===== config.mk =====
export PLATFORM = sky130hd
export DESIGN_NAME = pipeline_stage_regs_flat
export DESIGN_NICKNAME = d
export VERILOG_FILES = /design/src/rtl/pipeline_stage_regs_pkg.sv /design/src/rtl/pipeline_stage_regs_if.sv /design/src/rtl/pipeline_stage_regs_pipe_reg.sv /design/src/rtl/pipeline_stage_regs.sv /design/src/flat_wrapper.sv
export SDC_FILE = /design/constraint.sdc
export NUM_CORES = 1
export LEC_CHECK = 0
export ABC_AREA = 1
export CORE_AREA = 8 8 334 336
export CTS_CLUSTER_SIZE = 40
export DETAILED_ROUTE_END_ITERATION = 16
export DIE_AREA = 0 0 342 344
export SETUP_SLACK_MARGIN = 0.15
export SYNTH_ARGS = -nofsm -noshare
export SYNTH_HDL_FRONTEND = slang
export SYNTH_HIERARCHICAL = 1
export SYNTH_SLANG_ARGS = --single-unit

===== constraint.sdc =====
create_clock -name clk -period 8.5 [get_ports clk]
set_input_delay 1.7 -clock clk [delete_from_list [all_inputs] [get_ports clk]]
set_output_delay 1.7 -clock clk [all_outputs]
set_load 0.1 [all_outputs]

===== src/rtl/pipeline_stage_regs_pkg.sv =====
`default_nettype none
// ============================================================================
// Module   : pipeline_stage_regs_pkg
// Purpose  : Shared widths, constants and packed field bundles for the
//            IF/ID, ID/EX and EX/MEM pipeline registers of the RV32 core.
// Revision : 1.0 - initial release
// ============================================================================
package pipeline_stage_regs_pkg;

    localparam int          XLEN      = 32;
    localparam int          REG_AW    = 5;
    localparam int          OPC_W     = 7;
    localparam int          IID_W     = 6;
    localparam logic [31:0] NOP_INSTR = 32'h0000_0013;   // addi x0,x0,0
    localparam logic [5:0]  IID_NONE  = 6'd0;            // "no operation" id

    // Field bundle held in the ID/EX register
    typedef struct packed {
        logic              rs1_valid;
        logic              rs2_valid;
        logic              rd_valid;
        logic [REG_AW-1:0] rs1_addr;
        logic [REG_AW-1:0] rs2_addr;
        logic [REG_AW-1:0] rd_addr;
        logic [XLEN-1:0]   imm;
        logic [XLEN-1:0]   pc;
        logic [XLEN-1:0]   rs1_value;
        logic [XLEN-1:0]   rs2_value;
        logic [OPC_W-1:0]  opcode;
        logic [IID_W-1:0]  instr_id;
    } id_ex_t;

    // Field bundle held in the EX/MEM register
    typedef struct packed {
        logic [REG_AW-1:0] rs1_addr;
        logic [REG_AW-1:0] rs2_addr;
        logic [REG_AW-1:0] rd_addr;
        logic [XLEN-1:0]   rs1_value;
        logic [XLEN-1:0]   rs2_value;
        logic [XLEN-1:0]   pc;
        logic [XLEN-1:0]   mem_addr;
        logic [XLEN-1:0]   exec_output;
        logic [XLEN-1:0]   jump_addr;
        logic              jump_signal;
        logic              rd_valid;
        logic [IID_W-1:0]  instr_id;
    } ex_mem_t;

endpackage
`default_nettype wire


===== src/rtl/pipeline_stage_regs_if.sv =====
`default_nettype none
// ============================================================================
// Module   : pipeline_stage_regs_if
// Purpose  : Bundles every stage-facing signal of the pipeline register bank.
//            slave  : view of the register bank (captures *_in, drives *_out)
//            master : view of the surrounding stage logic
// Revision : 1.0 - initial release
// ============================================================================
interface pipeline_stage_regs_if;
    import pipeline_stage_regs_pkg::*;

    // IF/ID
    logic [XLEN-1:0]   if_pc_in, if_instr_in;
    logic              if_id_stall, if_id_flush;
    logic [XLEN-1:0]   if_id_pc_out, if_id_instr_out;

    // ID/EX
    logic              id_rs1_valid_in, id_rs2_valid_in, id_rd_valid_in;
    logic [REG_AW-1:0] id_rs1_addr_in, id_rs2_addr_in, id_rd_addr_in;
    logic [XLEN-1:0]   id_imm_in, id_pc_in, id_rs1_value_in, id_rs2_value_in;
    logic [OPC_W-1:0]  id_opcode_in;
    logic [IID_W-1:0]  id_instr_id_in;
    logic              id_ex_bubble;
    logic              ex_rs1_valid_out, ex_rs2_valid_out, ex_rd_valid_out;
    logic [REG_AW-1:0] ex_rs1_addr_out, ex_rs2_addr_out, ex_rd_addr_out;
    logic [XLEN-1:0]   ex_imm_out, ex_pc_out, ex_rs1_value_out, ex_rs2_value_out;
    logic [OPC_W-1:0]  ex_opcode_out;
    logic [IID_W-1:0]  ex_instr_id_out;

    // EX/MEM
    logic [REG_AW-1:0] ex_rs1_addr_in, ex_rs2_addr_in, ex_rd_addr_in;
    logic [XLEN-1:0]   ex_rs1_value_in, ex_rs2_value_in, ex_pc_in;
    logic [XLEN-1:0]   ex_mem_addr_in, ex_exec_output_in, ex_jump_addr_in;
    logic              ex_jump_signal_in, ex_rd_valid_in;
    logic [IID_W-1:0]  ex_instr_id_in;
    logic [REG_AW-1:0] mem_rs1_addr_out, mem_rs2_addr_out, mem_rd_addr_out;
    logic [XLEN-1:0]   mem_rs1_value_out, mem_rs2_value_out, mem_pc_out;
    logic [XLEN-1:0]   mem_mem_addr_out, mem_exec_output_out, mem_jump_addr_out;
    logic              mem_jump_signal_out, mem_rd_valid_out;
    logic [IID_W-1:0]  mem_instr_id_out;

    modport slave (
        input  if_pc_in, if_instr_in, if_id_stall, if_id_flush,
        output if_id_pc_out, if_id_instr_out,
        input  id_rs1_valid_in, id_rs2_valid_in, id_rd_valid_in,
               id_rs1_addr_in, id_rs2_addr_in, id_rd_addr_in,
               id_imm_in, id_pc_in, id_rs1_value_in, id_rs2_value_in,
               id_opcode_in, id_instr_id_in, id_ex_bubble,
        output ex_rs1_valid_out, ex_rs2_valid_out, ex_rd_valid_out,
               ex_rs1_addr_out, ex_rs2_addr_out, ex_rd_addr_out,
               ex_imm_out, ex_pc_out, ex_rs1_value_out, ex_rs2_value_out,
               ex_opcode_out, ex_instr_id_out,
        input  ex_rs1_addr_in, ex_rs2_addr_in, ex_rd_addr_in,
               ex_rs1_value_in, ex_rs2_value_in, ex_pc_in,
               ex_mem_addr_in, ex_exec_output_in, ex_jump_addr_in,
               ex_jump_signal_in, ex_rd_valid_in, ex_instr_id_in,
        output mem_rs1_addr_out, mem_rs2_addr_out, mem_rd_addr_out,
               mem_rs1_value_out, mem_rs2_value_out, mem_pc_out,
               mem_mem_addr_out, mem_exec_output_out, mem_jump_addr_out,
               mem_jump_signal_out, mem_rd_valid_out, mem_instr_id_out
    );

    modport master (
        output if_pc_in, if_instr_in, if_id_stall, if_id_flush,
        input  if_id_pc_out, if_id_instr_out,
        output id_rs1_valid_in, id_rs2_valid_in, id_rd_valid_in,
               id_rs1_addr_in, id_rs2_addr_in, id_rd_addr_in,
               id_imm_in, id_pc_in, id_rs1_value_in, id_rs2_value_in,
               id_opcode_in, id_instr_id_in, id_ex_bubble,
        input  ex_rs1_valid_out, ex_rs2_valid_out, ex_rd_valid_out,
               ex_rs1_addr_out, ex_rs2_addr_out, ex_rd_addr_out,
               ex_imm_out, ex_pc_out, ex_rs1_value_out, ex_rs2_value_out,
               ex_opcode_out, ex_instr_id_out,
        output ex_rs1_addr_in, ex_rs2_addr_in, ex_rd_addr_in,
               ex_rs1_value_in, ex_rs2_value_in, ex_pc_in,
               ex_mem_addr_in, ex_exec_output_in, ex_jump_addr_in,
               ex_jump_signal_in, ex_rd_valid_in, ex_instr_id_in,
        input  mem_rs1_addr_out, mem_rs2_addr_out, mem_rd_addr_out,
               mem_rs1_value_out, mem_rs2_value_out, mem_pc_out,
               mem_mem_addr_out, mem_exec_output_out, mem_jump_addr_out,
               mem_jump_signal_out, mem_rd_valid_out, mem_instr_id_out
    );

endinterface
`default_nettype wire


===== src/rtl/pipeline_stage_regs_pipe_reg.sv =====
`default_nettype none
// ============================================================================
// Module   : pipe_reg
// Purpose  : Generic WIDTH-bit pipeline register.
//            rst (async) and clr (sync) both load RST_VAL; clr beats en;
//            en=0 holds the current contents.
// Ports    : clk, rst, en, clr, d[WIDTH], q[WIDTH]
// Revision : 1.0 - initial release
// ============================================================================
module pipe_reg #(
    parameter int               WIDTH   = 1,
    parameter logic [WIDTH-1:0] RST_VAL = '0
) (
    input  wire logic             clk,
    input  wire logic             rst,
    input  wire logic             en,
    input  wire logic             clr,
    input  wire logic [WIDTH-1:0] d,
    output logic      [WIDTH-1:0] q
);

    always_ff @(posedge clk or posedge rst) begin
        if (rst) begin
            q <= RST_VAL;
        end else if (clr) begin
            q <= RST_VAL;
        end else if (en) begin
            q <= d;
        end
    end

endmodule
`default_nettype wire


===== src/rtl/pipeline_stage_regs.sv =====
`default_nettype none
// ============================================================================
// Module   : pipeline_stage_regs
// Purpose  : IF/ID, ID/EX and EX/MEM registers of the 5-stage RV32 core.
//            IF/ID supports hold (stall) and flush-to-NOP (flush wins);
//            ID/EX supports bubble insertion (all fields zero);
//            EX/MEM captures unconditionally. One cycle latency each.
// Ports    : clk, rst (async, active-high), bus (stage signals, slave view)
// Revision : 1.0 - initial release
// ============================================================================
module pipeline_stage_regs
    import pipeline_stage_regs_pkg::*;
(
    input  wire logic            clk,
    input  wire logic            rst,
    pipeline_stage_regs_if.slave bus
);

    // ------------------------------------------------------------------ IF/ID
    // A flush still advances the PC field; only the instruction becomes NOP.
    logic w_if_pc_en;
    assign w_if_pc_en = ~bus.if_id_stall | bus.if_id_flush;

    pipe_reg #(.WIDTH(XLEN), .RST_VAL('0)) u_if_id_pc (
        .clk (clk), .rst (rst), .en (w_if_pc_en), .clr (1'b0),
        .d   (bus.if_pc_in), .q (bus.if_id_pc_out)
    );

    pipe_reg #(.WIDTH(XLEN), .RST_VAL(NOP_INSTR)) u_if_id_instr (
        .clk (clk), .rst (rst), .en (~bus.if_id_stall), .clr (bus.if_id_flush),
        .d   (bus.if_instr_in), .q (bus.if_id_instr_out)
    );

    // ------------------------------------------------------------------ ID/EX
    // A bubble zeroes the whole slot: instr_id=IID_NONE and rd_valid=0.
    id_ex_t w_id_d;
    id_ex_t w_ex_q;

    always_comb begin
        w_id_d           = '0;
        w_id_d.rs1_valid = bus.id_rs1_valid_in;
        w_id_d.rs2_valid = bus.id_rs2_valid_in;
        w_id_d.rd_valid  = bus.id_rd_valid_in;
        w_id_d.rs1_addr  = bus.id_rs1_addr_in;
        w_id_d.rs2_addr  = bus.id_rs2_addr_in;
        w_id_d.rd_addr   = bus.id_rd_addr_in;
        w_id_d.imm       = bus.id_imm_in;
        w_id_d.pc        = bus.id_pc_in;
        w_id_d.rs1_value = bus.id_rs1_value_in;
        w_id_d.rs2_value = bus.id_rs2_value_in;
        w_id_d.opcode    = bus.id_opcode_in;
        w_id_d.instr_id  = bus.id_instr_id_in;
    end

    pipe_reg #(.WIDTH($bits(id_ex_t)), .RST_VAL('0)) u_id_ex (
        .clk (clk), .rst (rst), .en (1'b1), .clr (bus.id_ex_bubble),
        .d   (w_id_d), .q (w_ex_q)
    );

    assign bus.ex_rs1_valid_out = w_ex_q.rs1_valid;
    assign bus.ex_rs2_valid_out = w_ex_q.rs2_valid;
    assign bus.ex_rd_valid_out  = w_ex_q.rd_valid;
    assign bus.ex_rs1_addr_out  = w_ex_q.rs1_addr;
    assign bus.ex_rs2_addr_out  = w_ex_q.rs2_addr;
    assign bus.ex_rd_addr_out   = w_ex_q.rd_addr;
    assign bus.ex_imm_out       = w_ex_q.imm;
    assign bus.ex_pc_out        = w_ex_q.pc;
    assign bus.ex_rs1_value_out = w_ex_q.rs1_value;
    assign bus.ex_rs2_value_out = w_ex_q.rs2_value;
    assign bus.ex_opcode_out    = w_ex_q.opcode;
    assign bus.ex_instr_id_out  = w_ex_q.instr_id;

    // ----------------------------------------------------------------- EX/MEM
    ex_mem_t w_ex_d;
    ex_mem_t w_mem_q;

    always_comb begin
        w_ex_d             = '0;
        w_ex_d.rs1_addr    = bus.ex_rs1_addr_in;
        w_ex_d.rs2_addr    = bus.ex_rs2_addr_in;
        w_ex_d.rd_addr     = bus.ex_rd_addr_in;
        w_ex_d.rs1_value   = bus.ex_rs1_value_in;
        w_ex_d.rs2_value   = bus.ex_rs2_value_in;
        w_ex_d.pc          = bus.ex_pc_in;
        w_ex_d.mem_addr    = bus.ex_mem_addr_in;
        w_ex_d.exec_output = bus.ex_exec_output_in;
        w_ex_d.jump_addr   = bus.ex_jump_addr_in;
        w_ex_d.jump_signal = bus.ex_jump_signal_in;
        w_ex_d.rd_valid    = bus.ex_rd_valid_in;
        w_ex_d.instr_id    = bus.ex_instr_id_in;
    end

    pipe_reg #(.WIDTH($bits(ex_mem_t)), .RST_VAL('0)) u_ex_mem (
        .clk (clk), .rst (rst), .en (1'b1), .clr (1'b0),
        .d   (w_ex_d), .q (w_mem_q)
    );

    assign bus.mem_rs1_addr_out    = w_mem_q.rs1_addr;
    assign bus.mem_rs2_addr_out    = w_mem_q.rs2_addr;
    assign bus.mem_rd_addr_out     = w_mem_q.rd_addr;
    assign bus.mem_rs1_value_out   = w_mem_q.rs1_value;
    assign bus.mem_rs2_value_out   = w_mem_q.rs2_value;
    assign bus.mem_pc_out          = w_mem_q.pc;
    assign bus.mem_mem_addr_out    = w_mem_q.mem_addr;
    assign bus.mem_exec_output_out = w_mem_q.exec_output;
    assign bus.mem_jump_addr_out   = w_mem_q.jump_addr;
    assign bus.mem_jump_signal_out = w_mem_q.jump_signal;
    assign bus.mem_rd_valid_out    = w_mem_q.rd_valid;
    assign bus.mem_instr_id_out    = w_mem_q.instr_id;

endmodule
`default_nettype wire


===== src/flat_wrapper.sv =====
// flat-port wrapper written by rule: the top's interface ports become plain ports
module pipeline_stage_regs_flat import pipeline_stage_regs_pkg::*;
  (clk, rst, bus_if_pc_in, bus_if_instr_in, bus_if_id_stall, bus_if_id_flush, bus_if_id_pc_out, bus_if_id_instr_out, bus_id_rs1_valid_in, bus_id_rs2_valid_in, bus_id_rd_valid_in, bus_id_rs1_addr_in, bus_id_rs2_addr_in, bus_id_rd_addr_in, bus_id_imm_in, bus_id_pc_in, bus_id_rs1_value_in, bus_id_rs2_value_in, bus_id_opcode_in, bus_id_instr_id_in, bus_id_ex_bubble, bus_ex_rs1_valid_out, bus_ex_rs2_valid_out, bus_ex_rd_valid_out, bus_ex_rs1_addr_out, bus_ex_rs2_addr_out, bus_ex_rd_addr_out, bus_ex_imm_out, bus_ex_pc_out, bus_ex_rs1_value_out, bus_ex_rs2_value_out, bus_ex_opcode_out, bus_ex_instr_id_out, bus_ex_rs1_addr_in, bus_ex_rs2_addr_in, bus_ex_rd_addr_in, bus_ex_rs1_value_in, bus_ex_rs2_value_in, bus_ex_pc_in, bus_ex_mem_addr_in, bus_ex_exec_output_in, bus_ex_jump_addr_in, bus_ex_jump_signal_in, bus_ex_rd_valid_in, bus_ex_instr_id_in, bus_mem_rs1_addr_out, bus_mem_rs2_addr_out, bus_mem_rd_addr_out, bus_mem_rs1_value_out, bus_mem_rs2_value_out, bus_mem_pc_out, bus_mem_mem_addr_out, bus_mem_exec_output_out, bus_mem_jump_addr_out, bus_mem_jump_signal_out, bus_mem_rd_valid_out, bus_mem_instr_id_out);
  pipeline_stage_regs_if bus_i ();
  input  wire logic clk;
  input  wire logic rst;
  input wire logic [$bits(bus_i.if_pc_in)-1:0] bus_if_pc_in;
  input wire logic [$bits(bus_i.if_instr_in)-1:0] bus_if_instr_in;
  input wire logic [$bits(bus_i.if_id_stall)-1:0] bus_if_id_stall;
  input wire logic [$bits(bus_i.if_id_flush)-1:0] bus_if_id_flush;
  output wire logic [$bits(bus_i.if_id_pc_out)-1:0] bus_if_id_pc_out;
  output wire logic [$bits(bus_i.if_id_instr_out)-1:0] bus_if_id_instr_out;
  input wire logic [$bits(bus_i.id_rs1_valid_in)-1:0] bus_id_rs1_valid_in;
  input wire logic [$bits(bus_i.id_rs2_valid_in)-1:0] bus_id_rs2_valid_in;
  input wire logic [$bits(bus_i.id_rd_valid_in)-1:0] bus_id_rd_valid_in;
  input wire logic [$bits(bus_i.id_rs1_addr_in)-1:0] bus_id_rs1_addr_in;
  input wire logic [$bits(bus_i.id_rs2_addr_in)-1:0] bus_id_rs2_addr_in;
  input wire logic [$bits(bus_i.id_rd_addr_in)-1:0] bus_id_rd_addr_in;
  input wire logic [$bits(bus_i.id_imm_in)-1:0] bus_id_imm_in;
  input wire logic [$bits(bus_i.id_pc_in)-1:0] bus_id_pc_in;
  input wire logic [$bits(bus_i.id_rs1_value_in)-1:0] bus_id_rs1_value_in;
  input wire logic [$bits(bus_i.id_rs2_value_in)-1:0] bus_id_rs2_value_in;
  input wire logic [$bits(bus_i.id_opcode_in)-1:0] bus_id_opcode_in;
  input wire logic [$bits(bus_i.id_instr_id_in)-1:0] bus_id_instr_id_in;
  input wire logic [$bits(bus_i.id_ex_bubble)-1:0] bus_id_ex_bubble;
  output wire logic [$bits(bus_i.ex_rs1_valid_out)-1:0] bus_ex_rs1_valid_out;
  output wire logic [$bits(bus_i.ex_rs2_valid_out)-1:0] bus_ex_rs2_valid_out;
  output wire logic [$bits(bus_i.ex_rd_valid_out)-1:0] bus_ex_rd_valid_out;
  output wire logic [$bits(bus_i.ex_rs1_addr_out)-1:0] bus_ex_rs1_addr_out;
  output wire logic [$bits(bus_i.ex_rs2_addr_out)-1:0] bus_ex_rs2_addr_out;
  output wire logic [$bits(bus_i.ex_rd_addr_out)-1:0] bus_ex_rd_addr_out;
  output wire logic [$bits(bus_i.ex_imm_out)-1:0] bus_ex_imm_out;
  output wire logic [$bits(bus_i.ex_pc_out)-1:0] bus_ex_pc_out;
  output wire logic [$bits(bus_i.ex_rs1_value_out)-1:0] bus_ex_rs1_value_out;
  output wire logic [$bits(bus_i.ex_rs2_value_out)-1:0] bus_ex_rs2_value_out;
  output wire logic [$bits(bus_i.ex_opcode_out)-1:0] bus_ex_opcode_out;
  output wire logic [$bits(bus_i.ex_instr_id_out)-1:0] bus_ex_instr_id_out;
  input wire logic [$bits(bus_i.ex_rs1_addr_in)-1:0] bus_ex_rs1_addr_in;
  input wire logic [$bits(bus_i.ex_rs2_addr_in)-1:0] bus_ex_rs2_addr_in;
  input wire logic [$bits(bus_i.ex_rd_addr_in)-1:0] bus_ex_rd_addr_in;
  input wire logic [$bits(bus_i.ex_rs1_value_in)-1:0] bus_ex_rs1_value_in;
  input wire logic [$bits(bus_i.ex_rs2_value_in)-1:0] bus_ex_rs2_value_in;
  input wire logic [$bits(bus_i.ex_pc_in)-1:0] bus_ex_pc_in;
  input wire logic [$bits(bus_i.ex_mem_addr_in)-1:0] bus_ex_mem_addr_in;
  input wire logic [$bits(bus_i.ex_exec_output_in)-1:0] bus_ex_exec_output_in;
  input wire logic [$bits(bus_i.ex_jump_addr_in)-1:0] bus_ex_jump_addr_in;
  input wire logic [$bits(bus_i.ex_jump_signal_in)-1:0] bus_ex_jump_signal_in;
  input wire logic [$bits(bus_i.ex_rd_valid_in)-1:0] bus_ex_rd_valid_in;
  input wire logic [$bits(bus_i.ex_instr_id_in)-1:0] bus_ex_instr_id_in;
  output wire logic [$bits(bus_i.mem_rs1_addr_out)-1:0] bus_mem_rs1_addr_out;
  output wire logic [$bits(bus_i.mem_rs2_addr_out)-1:0] bus_mem_rs2_addr_out;
  output wire logic [$bits(bus_i.mem_rd_addr_out)-1:0] bus_mem_rd_addr_out;
  output wire logic [$bits(bus_i.mem_rs1_value_out)-1:0] bus_mem_rs1_value_out;
  output wire logic [$bits(bus_i.mem_rs2_value_out)-1:0] bus_mem_rs2_value_out;
  output wire logic [$bits(bus_i.mem_pc_out)-1:0] bus_mem_pc_out;
  output wire logic [$bits(bus_i.mem_mem_addr_out)-1:0] bus_mem_mem_addr_out;
  output wire logic [$bits(bus_i.mem_exec_output_out)-1:0] bus_mem_exec_output_out;
  output wire logic [$bits(bus_i.mem_jump_addr_out)-1:0] bus_mem_jump_addr_out;
  output wire logic [$bits(bus_i.mem_jump_signal_out)-1:0] bus_mem_jump_signal_out;
  output wire logic [$bits(bus_i.mem_rd_valid_out)-1:0] bus_mem_rd_valid_out;
  output wire logic [$bits(bus_i.mem_instr_id_out)-1:0] bus_mem_instr_id_out;
  assign bus_i.if_pc_in = bus_if_pc_in;
  assign bus_i.if_instr_in = bus_if_instr_in;
  assign bus_i.if_id_stall = bus_if_id_stall;
  assign bus_i.if_id_flush = bus_if_id_flush;
  assign bus_if_id_pc_out = bus_i.if_id_pc_out;
  assign bus_if_id_instr_out = bus_i.if_id_instr_out;
  assign bus_i.id_rs1_valid_in = bus_id_rs1_valid_in;
  assign bus_i.id_rs2_valid_in = bus_id_rs2_valid_in;
  assign bus_i.id_rd_valid_in = bus_id_rd_valid_in;
  assign bus_i.id_rs1_addr_in = bus_id_rs1_addr_in;
  assign bus_i.id_rs2_addr_in = bus_id_rs2_addr_in;
  assign bus_i.id_rd_addr_in = bus_id_rd_addr_in;
  assign bus_i.id_imm_in = bus_id_imm_in;
  assign bus_i.id_pc_in = bus_id_pc_in;
  assign bus_i.id_rs1_value_in = bus_id_rs1_value_in;
  assign bus_i.id_rs2_value_in = bus_id_rs2_value_in;
  assign bus_i.id_opcode_in = bus_id_opcode_in;
  assign bus_i.id_instr_id_in = bus_id_instr_id_in;
  assign bus_i.id_ex_bubble = bus_id_ex_bubble;
  assign bus_ex_rs1_valid_out = bus_i.ex_rs1_valid_out;
  assign bus_ex_rs2_valid_out = bus_i.ex_rs2_valid_out;
  assign bus_ex_rd_valid_out = bus_i.ex_rd_valid_out;
  assign bus_ex_rs1_addr_out = bus_i.ex_rs1_addr_out;
  assign bus_ex_rs2_addr_out = bus_i.ex_rs2_addr_out;
  assign bus_ex_rd_addr_out = bus_i.ex_rd_addr_out;
  assign bus_ex_imm_out = bus_i.ex_imm_out;
  assign bus_ex_pc_out = bus_i.ex_pc_out;
  assign bus_ex_rs1_value_out = bus_i.ex_rs1_value_out;
  assign bus_ex_rs2_value_out = bus_i.ex_rs2_value_out;
  assign bus_ex_opcode_out = bus_i.ex_opcode_out;
  assign bus_ex_instr_id_out = bus_i.ex_instr_id_out;
  assign bus_i.ex_rs1_addr_in = bus_ex_rs1_addr_in;
  assign bus_i.ex_rs2_addr_in = bus_ex_rs2_addr_in;
  assign bus_i.ex_rd_addr_in = bus_ex_rd_addr_in;
  assign bus_i.ex_rs1_value_in = bus_ex_rs1_value_in;
  assign bus_i.ex_rs2_value_in = bus_ex_rs2_value_in;
  assign bus_i.ex_pc_in = bus_ex_pc_in;
  assign bus_i.ex_mem_addr_in = bus_ex_mem_addr_in;
  assign bus_i.ex_exec_output_in = bus_ex_exec_output_in;
  assign bus_i.ex_jump_addr_in = bus_ex_jump_addr_in;
  assign bus_i.ex_jump_signal_in = bus_ex_jump_signal_in;
  assign bus_i.ex_rd_valid_in = bus_ex_rd_valid_in;
  assign bus_i.ex_instr_id_in = bus_ex_instr_id_in;
  assign bus_mem_rs1_addr_out = bus_i.mem_rs1_addr_out;
  assign bus_mem_rs2_addr_out = bus_i.mem_rs2_addr_out;
  assign bus_mem_rd_addr_out = bus_i.mem_rd_addr_out;
  assign bus_mem_rs1_value_out = bus_i.mem_rs1_value_out;
  assign bus_mem_rs2_value_out = bus_i.mem_rs2_value_out;
  assign bus_mem_pc_out = bus_i.mem_pc_out;
  assign bus_mem_mem_addr_out = bus_i.mem_mem_addr_out;
  assign bus_mem_exec_output_out = bus_i.mem_exec_output_out;
  assign bus_mem_jump_addr_out = bus_i.mem_jump_addr_out;
  assign bus_mem_jump_signal_out = bus_i.mem_jump_signal_out;
  assign bus_mem_rd_valid_out = bus_i.mem_rd_valid_out;
  assign bus_mem_instr_id_out = bus_i.mem_instr_id_out;
  pipeline_stage_regs u_core (.clk(clk), .rst(rst), .bus(bus_i));
endmodule

==> results of run 1 <==
## worst max-delay path by stage
stage                                    start                 endpoint  slack [ns]  cells after the start
floorplan                                  rst     u_core/u_ex_mem/q[0]        0.92                      1
global placement              bus_id_ex_bubble    u_core/u_id_ex/q[106]        4.42                      5
detailed placement            bus_id_ex_bubble      u_core/u_id_ex/q[9]        4.39                      5
CTS                 u_core/u_if_id_instr/q[29]  bus_if_id_instr_out[29]        4.38                      1
global route        u_core/u_if_id_instr/q[29]  bus_if_id_instr_out[29]        4.34                      1
finish              u_core/u_if_id_instr/q[29]  bus_if_id_instr_out[29]        4.42                      1
## kinds of logic after synthesis
logic type	after synthesis	share of synthesized area [%]
compound gates	3	0.0843
buf+inv	152	5.70
flops	438	61.6
other cells	2	0.0422
simple gates	1316	32.6
## flip-flops by register name, summed over array words and instances (netlist names)
signal                  cells
u_core/u_ex_mem/q         215
u_core/u_id_ex/q          159
u_core/u_if_id_instr/q     32
u_core/u_if_id_pc/q        32
## synthesized netlist by cell type (all sizes together)
cell type / count / area share, %
buf: 120 / 4.9
conb: 2 / 0.042
dfrtp: 435 / 61
a21oi: 3 / 0.084
nor2: 4 / 0.30
nand3: 435 / 13
nand2: 877 / 20
dfstp: 3 / 0.44
inv: 10 / 0.21
clkbuf: 21 / 0.44
bufbuf: 1 / 0.11
## where the power goes
group          total, uW  switching (uW)  internal [uW]
Combinational       1690            1260            434
Sequential          2270            68.9           2200
Clock               2440            1010           1440
Total               6410            2330           4080
## metrics by stage
step | hold slack [ns] | area [um^2] | setup slack, ns | cells
2_1_floorplan | 0.691 | 17800 | 0.921 | 1915
3_3_place_gp | 0.454 | 27400 | 4.42 | 4064
3_5_place_dp | 0.458 | 27400 | 4.39 | 4064
4_1_cts | 0.473 | 29300 | 4.38 | 4164
5_1_grt | 0.485 | 29300 | 4.34 | 4169
6_report | 0.468 | 29300 | 4.42 | 4181
## final cells by class
type,count,area [um^2]
Fill cell,11315,77000
Sequential cell,438,11000
Timing Repair Buffer,888,8790
Antenna cell,17,42.5
Tap cell,1403,1760
Inverter,10,52.6
Clock inverter,25,302
Clock buffer,75,1560
Multi-Input combinational cell,1325,5840
## layer usage
| layer | vias to the layer above | routed length, um | track usage, % |
|---|---|---|---|
| met5 | - | 193 | 0 |
| met4 | 30 | 5310 | 7.61 |
| met3 | 180 | 10100 | 7.17 |
| met2 | 687 | 46000 | 25.9 |
| met1 | 7930 | 34400 | 16.4 |
| li1 | 7752 | - | - |
==> results by group, run 1 <==
Outcome
  – Outcome: complete, but fails checks
  – Failing checks: slew limit

Clock network
  – CTS tree: done
  – Worst skew pair latency: 0.66 ns
  – H-tree depth: 2
  – Worst-path clk slew: 0.06 ns
  – Hold_buf cts: 0
  – Clk sinks: 438
  – Post-CTS Setup Bufs: 0
  – Root Driver: clkbuf_16
  – Cts repair resizes: 0
  – Clock tree buffer depth: 3
  – Cts bufs inserted: 55

Yosys
  – #FFs+latches synth: 438
  – Synth warnings: 6
  – Avg Cell Area, Syn: 9.31 um^2
  – Netlist Area Pre-Place: 17800 um^2
  – Mapped Cells: 1911
  – Fraction of the yosys area taken by sequential cells: 61.6%
  – Post-synthesis cell type count: 20

Floorplanning
  – I/O pin cnt: 881
  – Die Y: 344 um
  – Row count: 120
  – Die ar.: 118000 um^2
  – Die Wd: 342 um
  – Core Region: 106000 um^2
  – Starting Density: 16.7%

Power and ir drop
  – Peak VDD IR: 135 uV
  – Power Density: 219 nW/um^2
  – Leakage: 0.0140 uW
  – Design Power: 6410 uW

Timing
  – FMAX: 0.245 GHz
  – Slew headroom: -153%
  – Final period util: 48.0%
  – Setup TNS: 0 ns
  – Pins Over Slew Limit: 160
  – RSZ-0062 raised after global routing: false
  – Endpoints failing hold: 0
  – Layout Skew: 0 ns
  – Worst slew pin tran: 3.79 ns
  – Setup Viol. Count Final: 0
  – Post-route minimum period: 4.08 ns

Global routing
  – GR Util All Layers: 15.5%
  – Initial antenna violation count: 51
  – Vias in the first global route: 17.2k
  – Largest net degree at the start of global routing: 217
  – Total grt overflow: 0
  – Global-route wire length before repair: 132 mm

Setup path
  – Startpoint types: register
  – Delay-heaviest family, CP: buffers and inverters
  – Reg2reg end: u_core/u_if_id_instr/q[1]
  – Buf/Inv on CP: 1
  – CP endpoint kind: output port
  – CP max-delay cell: clkdlybuf4s50_1
  – Reg2reg path depth: 2
  – Req. time, crit path: 6.80 ns
  – Arr. time, crit path: 2.38 ns
  – CP max stage delay: 1.34 ns
  – Minimum setup slack among reg-to-reg paths: 7.75 ns
  – Crit-path cells: clkdlybuf4s50_1
  – CP max FO: 2
  – Reg2reg start: u_core/u_if_id_instr/q[1]
  – Worst setup path class: reg -> out

Route
  – DRC: 0
  – Vias/cell: 3.97
  – Drt total wl: 95.9 mm
  – Via count: 16.6k
  – Antenna viol nets, final: 0
  – WL per Instance: 22.9 um
  – 1st-iter DRT viols: 970
  – DR pass1 iterations: 5

Worst hold path
  – HP Start: u_core/u_if_id_pc/q[29]
  – Worst Hold Class: reg -> reg
  – Hold EP: u_core/u_if_id_pc/q[29]
  – Hold depth: 2

Placement
  – Post-detail-place hpwl: 71.5 mm
  – Final GP Congestion: 0.804
  – Port bufs: 880

Final layout
  – Most common cell after layout, fill and taps aside: clkdlybuf4s50_1
  – Utilization after layout: 27.6%
  – Area delta synth->final: 64.7%
  – Most frequent cells in the layout: clkdlybuf4s50_1, nand2_1, dfrtp_1
  – Share of cells above drive strength 1: 7.39%
  – Final-stage net count: 3161

Run
  – Max_cap viols: 0
No activity file was read; power rests on OpenSTA's default activity.
==> inputs of run 2 (changes only) <==
--- a/config.mk
+++ b/config.mk
@@ -6,10 +6,10 @@
 export NUM_CORES = 1
 export LEC_CHECK = 0
 export ABC_AREA = 1
-export CORE_AREA = 8 8 334 336
+export CORE_AREA = 8 8 341 343
 export CTS_CLUSTER_SIZE = 40
 export DETAILED_ROUTE_END_ITERATION = 16
-export DIE_AREA = 0 0 342 344
+export DIE_AREA = 0 0 349 351
 export SETUP_SLACK_MARGIN = 0.15
 export SYNTH_ARGS = -nofsm -noshare
 export SYNTH_HDL_FRONTEND = slang
==> constraint.sdc (replaced) <==
create_clock -name clk -period 3.55 [get_ports clk]
set_input_delay 0.71 -clock clk [delete_from_list [all_inputs] [get_ports clk]]
set_output_delay 0.71 -clock clk [all_outputs]
set_load 0.1 [all_outputs]
==> run 2 against run 1 <==
Net effect: the run still ends with slew limit left; critical path depth is the same; clock skew did not move; first-iteration DRC count up 14%; hold slack barely moved; cell area barely moved; die area increased by 4.1%; core utilization down 1.2 points; global-route usage fell by 1.5 points; routed wire length down 5.1%; largest cell class unchanged.
==> results by group, run 2 (same netlist as run 1, synthesis figures left out) <==
Outcome
  – Outcome: complete, but fails checks (unchanged)
  – Failing checks: slew limit (unchanged)

Clock network
  – Clock tree buffer depth: 3 (unchanged)
  – Worst skew pair latency: 0.63 ns (was 0.66 ns)
  – Clk sinks: 438 (unchanged)
  – Hold_buf cts: 0 (unchanged)
  – Cts bufs inserted: 56 (was 55)
  – CTS tree: done (unchanged)
  – H-tree depth: 2 (unchanged)
  – Worst-path clk slew: 0.06 ns (about the same)
  – Cts repair resizes: 0 (unchanged)
  – Post-CTS Setup Bufs: 0 (unchanged)
  – Root Driver: clkbuf_16 (unchanged)

Run
  – Max_cap viols: 0 (unchanged)

Setup path
  – Setup crit end: bus_if_id_instr_out[25] (was bus_if_id_instr_out[29])
  – CP endpoint kind: output port (unchanged)
  – Crit-path cells: clkdlybuf4s50_1 (unchanged)
  – Startpoint types: register (unchanged)
  – Critical path depth: 1 (unchanged)
  – Arr. time, crit path: 2.22 ns (was 2.38 ns)
  – CP max stage delay: 1.19 ns (was 1.34 ns)
  – Minimum setup slack among reg-to-reg paths: 2.80 ns (was 7.75 ns)
  – CP max FO: 2 (unchanged)
  – Reg2reg path depth: 2 (unchanged)
  – CP Launch Point: u_core/u_if_id_instr/q[25] (was u_core/u_if_id_instr/q[29])
  – Delay-heaviest family, CP: buffers and inverters (unchanged)
  – Buf/Inv on CP: 1 (unchanged)
  – Reg2reg start: u_core/u_if_id_instr/q[0] (was u_core/u_if_id_instr/q[1])
  – Reg2reg end: u_core/u_if_id_instr/q[0] (was u_core/u_if_id_instr/q[1])
  – Worst setup path class: reg -> out (unchanged)
  – Req. time, crit path: 2.84 ns (was 6.80 ns)
  – CP max-delay cell: clkdlybuf4s50_1 (unchanged)

Final layout
  – Max reg flops: 215 (unchanged)
  – Share of cells above drive strength 1: 13.6% (was 7.39%)
  – Final-stage net count: 3178 (was 3161)
  – Most frequent cells in the layout: nand2_1, clkdlybuf4s50_1, dfrtp_1 (was clkdlybuf4s50_1, nand2_1, dfrtp_1)
  – Largest registers: u_core/u_ex_mem/q (215), u_core/u_id_ex/q (159) (unchanged)
  – Area delta synth->final: 64.7% (about the same)
  – Utilization after layout: 26.4% (was 27.6%)
  – Largest Register: u_core/u_ex_mem/q (unchanged)
  – Most common cell after layout, fill and taps aside: nand2_1 (was clkdlybuf4s50_1)

Timing
  – Final period util: 82.4%
  – Setup TNS: 0 ns (unchanged)
  – Post-route minimum period: 2.93 ns
  – Setup Viol. Count Final: 0 (unchanged)
  – RSZ-0062 raised after global routing: false (unchanged)
  – Slew headroom: -154% (was -153%)
  – FMAX: 0.342 GHz
  – Endpoints failing hold: 0 (unchanged)
  – Layout Skew: 0 ns (unchanged)
  – Worst slew pin tran: 3.81 ns (was 3.79 ns)
  – Pins Over Slew Limit: 160 (unchanged)

Floorplanning
  – Die Wd: 349 um (was 342 um)
  – Die ar.: 122000 um^2 (was 118000 um^2)
  – Starting Density: 16.0% (was 16.7%)
  – I/O pin cnt: 881 (unchanged)
  – Die Y: 351 um (was 344 um)
  – Core Region: 111000 um^2 (was 106000 um^2)
  – Row count: 123 (was 120)

Placement
  – Final GP Congestion: 0.874 (was 0.804)
  – Post-detail-place hpwl: 69.8 mm (was 71.5 mm)
  – Port bufs: 880 (unchanged)

Route
  – Antenna viol nets, final: 0 (unchanged)
  – 1st-iter DRT viols: 1104 (was 970)
  – WL per Instance: 21.2 um (was 22.9 um)
  – DR pass1 iterations: 5 (unchanged)
  – DRC: 0 (unchanged)
  – Via count: 16.7k (was 16.6k)
  – Vias/cell: 3.89 (was 3.97)
  – Drt total wl: 91.1 mm (was 95.9 mm)

Global routing
  – Total grt overflow: 0 (unchanged)
  – Vias in the first global route: 17.3k (was 17.2k)
  – Initial antenna violation count: 43 (was 51)
  – Largest net degree at the start of global routing: 217 (unchanged)
  – Global-route wire length before repair: 127 mm (was 132 mm)
  – GR Util All Layers: 14.0% (was 15.5%)

Power and ir drop
  – Design Power: 15500 uW (was 6410 uW)
  – Power Density: 529 nW/um^2 (was 219 nW/um^2)
  – Leakage: 0.0144 uW (was 0.0140 uW)
  – Peak VDD IR: 363 uV (was 135 uV)

Worst hold path
  – Worst Hold Class: reg -> reg (unchanged)
-- run 2: power by group --
group	leakage [uW]	total [uW]	switching, uW	internal (uW)
combinational	0.00760	4010	2990	1020
clock	0.000977	6060	2400	3660
sequential	0.00581	5450	170	5280
total	0.0144	15500	5550	9970
-- run 2: worst min path at each step --
stage / start / endpoint / slack, ns / depth (start not counted)
global route: u_core/u_if_id_instr/q[1] / u_core/u_if_id_instr/q[1] / 0.50 / 2
floorplan: u_core/u_if_id_instr/q[1] / u_core/u_if_id_instr/q[1] / 0.69 / 2
CTS: u_core/u_if_id_instr/q[17] / u_core/u_if_id_instr/q[17] / 0.47 / 2
finish: u_core/u_if_id_instr/q[17] / u_core/u_if_id_instr/q[17] / 0.47 / 2
detailed placement: u_core/u_if_id_instr/q[17] / u_core/u_if_id_instr/q[17] / 0.46 / 2
global placement: u_core/u_if_id_instr/q[17] / u_core/u_if_id_instr/q[17] / 0.46 / 2
-- run 2: layer usage --
| layer | track usage [%] | up-vias | part of all wire, % |
|---|---|---|---|
| met2 | 23.7 | 717 | 48 |
| met5 | 0 | - | 0.18 |
| li1 | - | 7770 | - |
| met4 | 5.22 | 26 | 3.9 |
| met1 | 15.5 | 8028 | 37 |
| met3 | 6.19 | 166 | 10 |
-- run 2: area by class of cell --
class,instances,area [um^2]
Antenna cell,14,35.0
Clock buffer,77,1640
Clock inverter,26,327
Fill cell,11858,81900
Inverter,10,47.5
Multi-Input combinational cell,1325,5840
Sequential cell,438,11000
Tap cell,1500,1880
Timing Repair Buffer,904,8590
-- run 2: stage by stage --
| step | area [um^2] | hold slack (ns) | setup slack (ns) | instances |
|---|---|---|---|---|
| after floorplan | 17800 | 0.691 | 0.0419 | 1915 |
| after global placement | 27300 | 0.458 | 1.14 | 4177 |
| after detailed placement | 27300 | 0.459 | 1.14 | 4177 |
| after CTS | 29300 | 0.472 | 0.519 | 4280 |
| after global routing | 29300 | 0.497 | 0.506 | 4286 |
| final | 29300 | 0.468 | 0.624 | 4294 |
-- run 2: worst reg2reg max path: cells and delay by family, from the launching register on --
kind | cells | cell delay [ns]
flip-flops | 1 | 0.56
AND/OR/NAND/NOR | 2 | 0.14
==> inputs of run 3 (changes only) <==
==> constraint.sdc (replaced) <==
create_clock -name clk -period 2.5 [get_ports clk]
set_input_delay 0.5 -clock clk [delete_from_list [all_inputs] [get_ports clk]]
set_output_delay 0.5 -clock clk [all_outputs]
set_load 0.1 [all_outputs]
==> run 3 against run 2 <==
Net effect: the run still ends with slew limit left; first-iteration DRC count fell by 0.27%; power is 38% higher; largest power group unchanged; die area unchanged; via count grew 1.1%; hold slack got worse by 0.076 ns; sequential share of layout area grew 0.73 points; sequential cell count unchanged; critical endpoint is now bus_if_id_instr_out[0]; critical path type unchanged; critical path depth stayed put; global-route usage down 0.073 points; clock power grew 32%; cell count is 0.30% higher; largest cell class unchanged; sequential power is 42% higher.
==> results by group, run 3 (same netlist as run 1, synthesis figures left out) <==
Route
  – WL per Instance: 21.0 um (was 21.2 um)
  – Via count: 16.9k (was 16.7k)
  – Vias/cell: 3.92 (was 3.89)
  – Drt total wl: 90.4 mm (was 91.1 mm)
  – DR pass1 iterations: 5 (unchanged)
  – DRC: 0 (unchanged)
  – 1st-iter DRT viols: 1101 (was 1104)
  – Antenna viol nets, final: 0 (unchanged)

Power and ir drop
  – Leakage: 0.0149 uW (was 0.0144 uW)
  – Sequential power share: 36.2% (was 35.1%)
  – Clock Power Share: 37.4% (was 39.0%)
  – Design Power: 21400 uW (was 15500 uW)
  – Power Density: 744 nW/um^2 (was 529 nW/um^2)
  – Sw frac: 36.4% (was 35.8%)
  – P_int: 13600 uW (was 9970 uW)
  – Peak VDD IR: 478 uV (was 363 uV)
  – Combinational share of power: 26.4% (was 25.8%)
  – Net switching power figure: 7790 uW (was 5550 uW)

Clock network
  – H-tree depth: 2 (unchanged)
  – Root Driver: clkbuf_16 (unchanged)
  – Cts bufs inserted: 54 (was 56)
  – Worst skew pair latency: 0.61 ns (was 0.63 ns)
  – Worst-path clk slew: 0.06 ns (about the same)
  – Cts repair resizes: 0 (unchanged)
  – Clock tree buffer depth: 3 (unchanged)
  – CTS tree: done (unchanged)
  – Post-CTS Setup Bufs: 0 (unchanged)
  – Clk sinks: 438 (unchanged)
  – Hold_buf cts: 0 (unchanged)

Final layout
  – Area delta synth->final: 61.6% (was 64.7%)
  – Final instance area: 28800 um^2 (was 29300 um^2)
  – Most frequent cells in the layout: nand2_1, buf_4, clkdlybuf4s50_1 (was nand2_1, clkdlybuf4s50_1, dfrtp_1)
  – Largest registers: u_core/u_ex_mem/q (215), u_core/u_id_ex/q (159) (unchanged)
  – Register Area: 11000 um^2 (unchanged)
  – Share of cells above drive strength 1: 23.0% (was 13.6%)
  – Final-stage net count: 3199 (was 3178)
  – FILL cells: 12.0k (was 11.9k)
  – Most common cell after layout, fill and taps aside: nand2_1 (unchanged)
  – Largest Register: u_core/u_ex_mem/q (unchanged)
  – Multi-input logic area: 5840 um^2 (unchanged)
  – Max reg flops: 215 (unchanged)

Timing
  – Layout Skew: 0 ns (unchanged)
  – Final period util: 78.9%
  – FMAX: 0.507 GHz
  – Slew headroom: -152% (was -154%)
  – Crit path setup slack, layout: 0.528 ns (was 0.624 ns)
  – Worst slew pin tran: 3.77 ns (was 3.81 ns)
  – Setup Viol. Count Final: 0 (unchanged)
  – Post-route minimum period: 1.97 ns
  – Endpoints failing hold: 0 (unchanged)
  – Pins Over Slew Limit: 160 (unchanged)
  – RSZ-0062 raised after global routing: false (unchanged)

Floorplanning
  – Starting Density: 16.0% (unchanged)
  – Row count: 123 (unchanged)
  – I/O pin cnt: 881 (unchanged)
  – Die ar.: 122000 um^2 (unchanged)
  – Die Y: 351 um (unchanged)
  – Die Wd: 349 um (unchanged)
  – Core Region: 111000 um^2 (unchanged)

Setup path
  – CP max stage delay: 0.56 ns (was 1.19 ns)
  – Startpoint types: register (unchanged)
  – Arr. time, crit path: 1.47 ns (was 2.22 ns)
  – Buf/Inv on CP: 1 (unchanged)
  – Delay-heaviest family, CP: flip-flops (was buffers and inverters)
  – Crit-path cells: buf_4 (was clkdlybuf4s50_1)
  – Worst setup path class: reg -> out (unchanged)
  – Req. time, crit path: 2.00 ns (was 2.84 ns)
  – CP max-delay cell: dfstp_2 (was clkdlybuf4s50_1)
  – CP endpoint kind: output port (unchanged)
  – CP Launch Point: u_core/u_if_id_instr/q[0] (was u_core/u_if_id_instr/q[25])
  – CP max FO: 2 (unchanged)
  – Reg2reg start: u_core/u_if_id_instr/q[0] (unchanged)

Outcome
  – Failing checks: slew limit (unchanged)
  – Outcome: complete, but fails checks (unchanged)

Global routing
  – Vias in the first global route: 17.4k (was 17.3k)
  – Largest net degree at the start of global routing: 217 (unchanged)
  – GR Util All Layers: 13.9% (was 14.0%)
  – Total grt overflow: 0 (unchanged)
  – Initial antenna violation count: 29 (was 43)
  – Global-route wire length before repair: 127 mm (about the same)

Placement
  – Post-detail-place hpwl: 69.8 mm (about the same)
  – Final GP Congestion: 0.884 (was 0.874)
  – DP Worst Slack: 0.569 ns (was 1.14 ns)
  – Placed cell area: 26900 um^2 (was 27300 um^2)
  – Port bufs: 880 (unchanged)

Worst hold path
  – Worst Hold Class: in -> async (was reg -> reg)

Run
  – Max_cap viols: 0 (unchanged)
-- run 3: cell types whose count changed in the layout (fill, tap and decap cells not counted) --
cell and delta:
diode_2 -3, clkbuf_16 -1, buf_4 +268, clkdlybuf4s50_1 -250
clkinv_4 -1, bufinv_16 -4, buf_12 +5, clkinv_8 -1
clkbuf_8 +1, clkinvlp_4 -1
-- run 3: layer usage --
| layer | share of wire [%] | vias to the layer above | GRT usage [%] |
|---|---|---|---|
| li1 | - | 7802 | - |
| met1 | 39 | 8158 | 16.3 |
| met2 | 48 | 773 | 23.3 |
| met3 | 9.1 | 148 | 5.11 |
| met4 | 3.6 | 12 | 5.21 |
| met5 | 0.080 | - | 0 |
-- run 3: final timing paths --
| check | endpoint | slack [ns] | cells after the start |
|---|---|---|---|
| worst min register to register | u_core/u_if_id_instr/q[13] | 0.47 | 2 |
| worst min-delay path | u_core/u_id_ex/q[4] | 0.39 | 4 |
| worst max-delay path | bus_if_id_instr_out[0] | 0.53 | 1 |
| worst max register to register | u_core/u_if_id_instr/q[0] | 1.76 | 2 |
| max in group asynchronous | u_core/u_ex_mem/q[64] | 1.38 | 4 |
| min in group clk | u_core/u_id_ex/q[33] | 0.44 | 3 |
-- run 3: area by class of cell --
type / count / area share, %
Antenna cell: 11 / 0.0957
Sequential cell: 438 / 38.1
Clock buffer: 77 / 5.66
Multi-Input combinational cell: 1325 / 20.3
Tap cell: 1500 / 6.53
Inverter: 10 / 0.165
Timing Repair Buffer: 927 / 28.5
Clock inverter: 19 / 0.605
-- run 3: through the flow --
stage / TNS (ns) / hold WS [ns] / std cells / util (%)
3_5_place_dp: 0 / 0.461 / 4200 / 24.2
2_1_floorplan: -173.96 / 0.596 / 1915 / -
5_1_grt: 0 / 0.383 / 4303 / 25.8
4_1_cts: 0 / 0.359 / 4296 / 25.8
3_3_place_gp: 0 / 0.457 / 4200 / 24.2
6_report: 0 / 0.392 / 4307 / 25.8
-- run 3: power by group through the flow --
stage	logic (uW)	clock network [uW]	registers [uW]
after floorplan	851	0	10800
after global placement	5580	0	7850
after detailed placement	5590	0	7860
after CTS	5600	8320	7750
after global routing	5870	8550	7790
final	5650	8010	7750
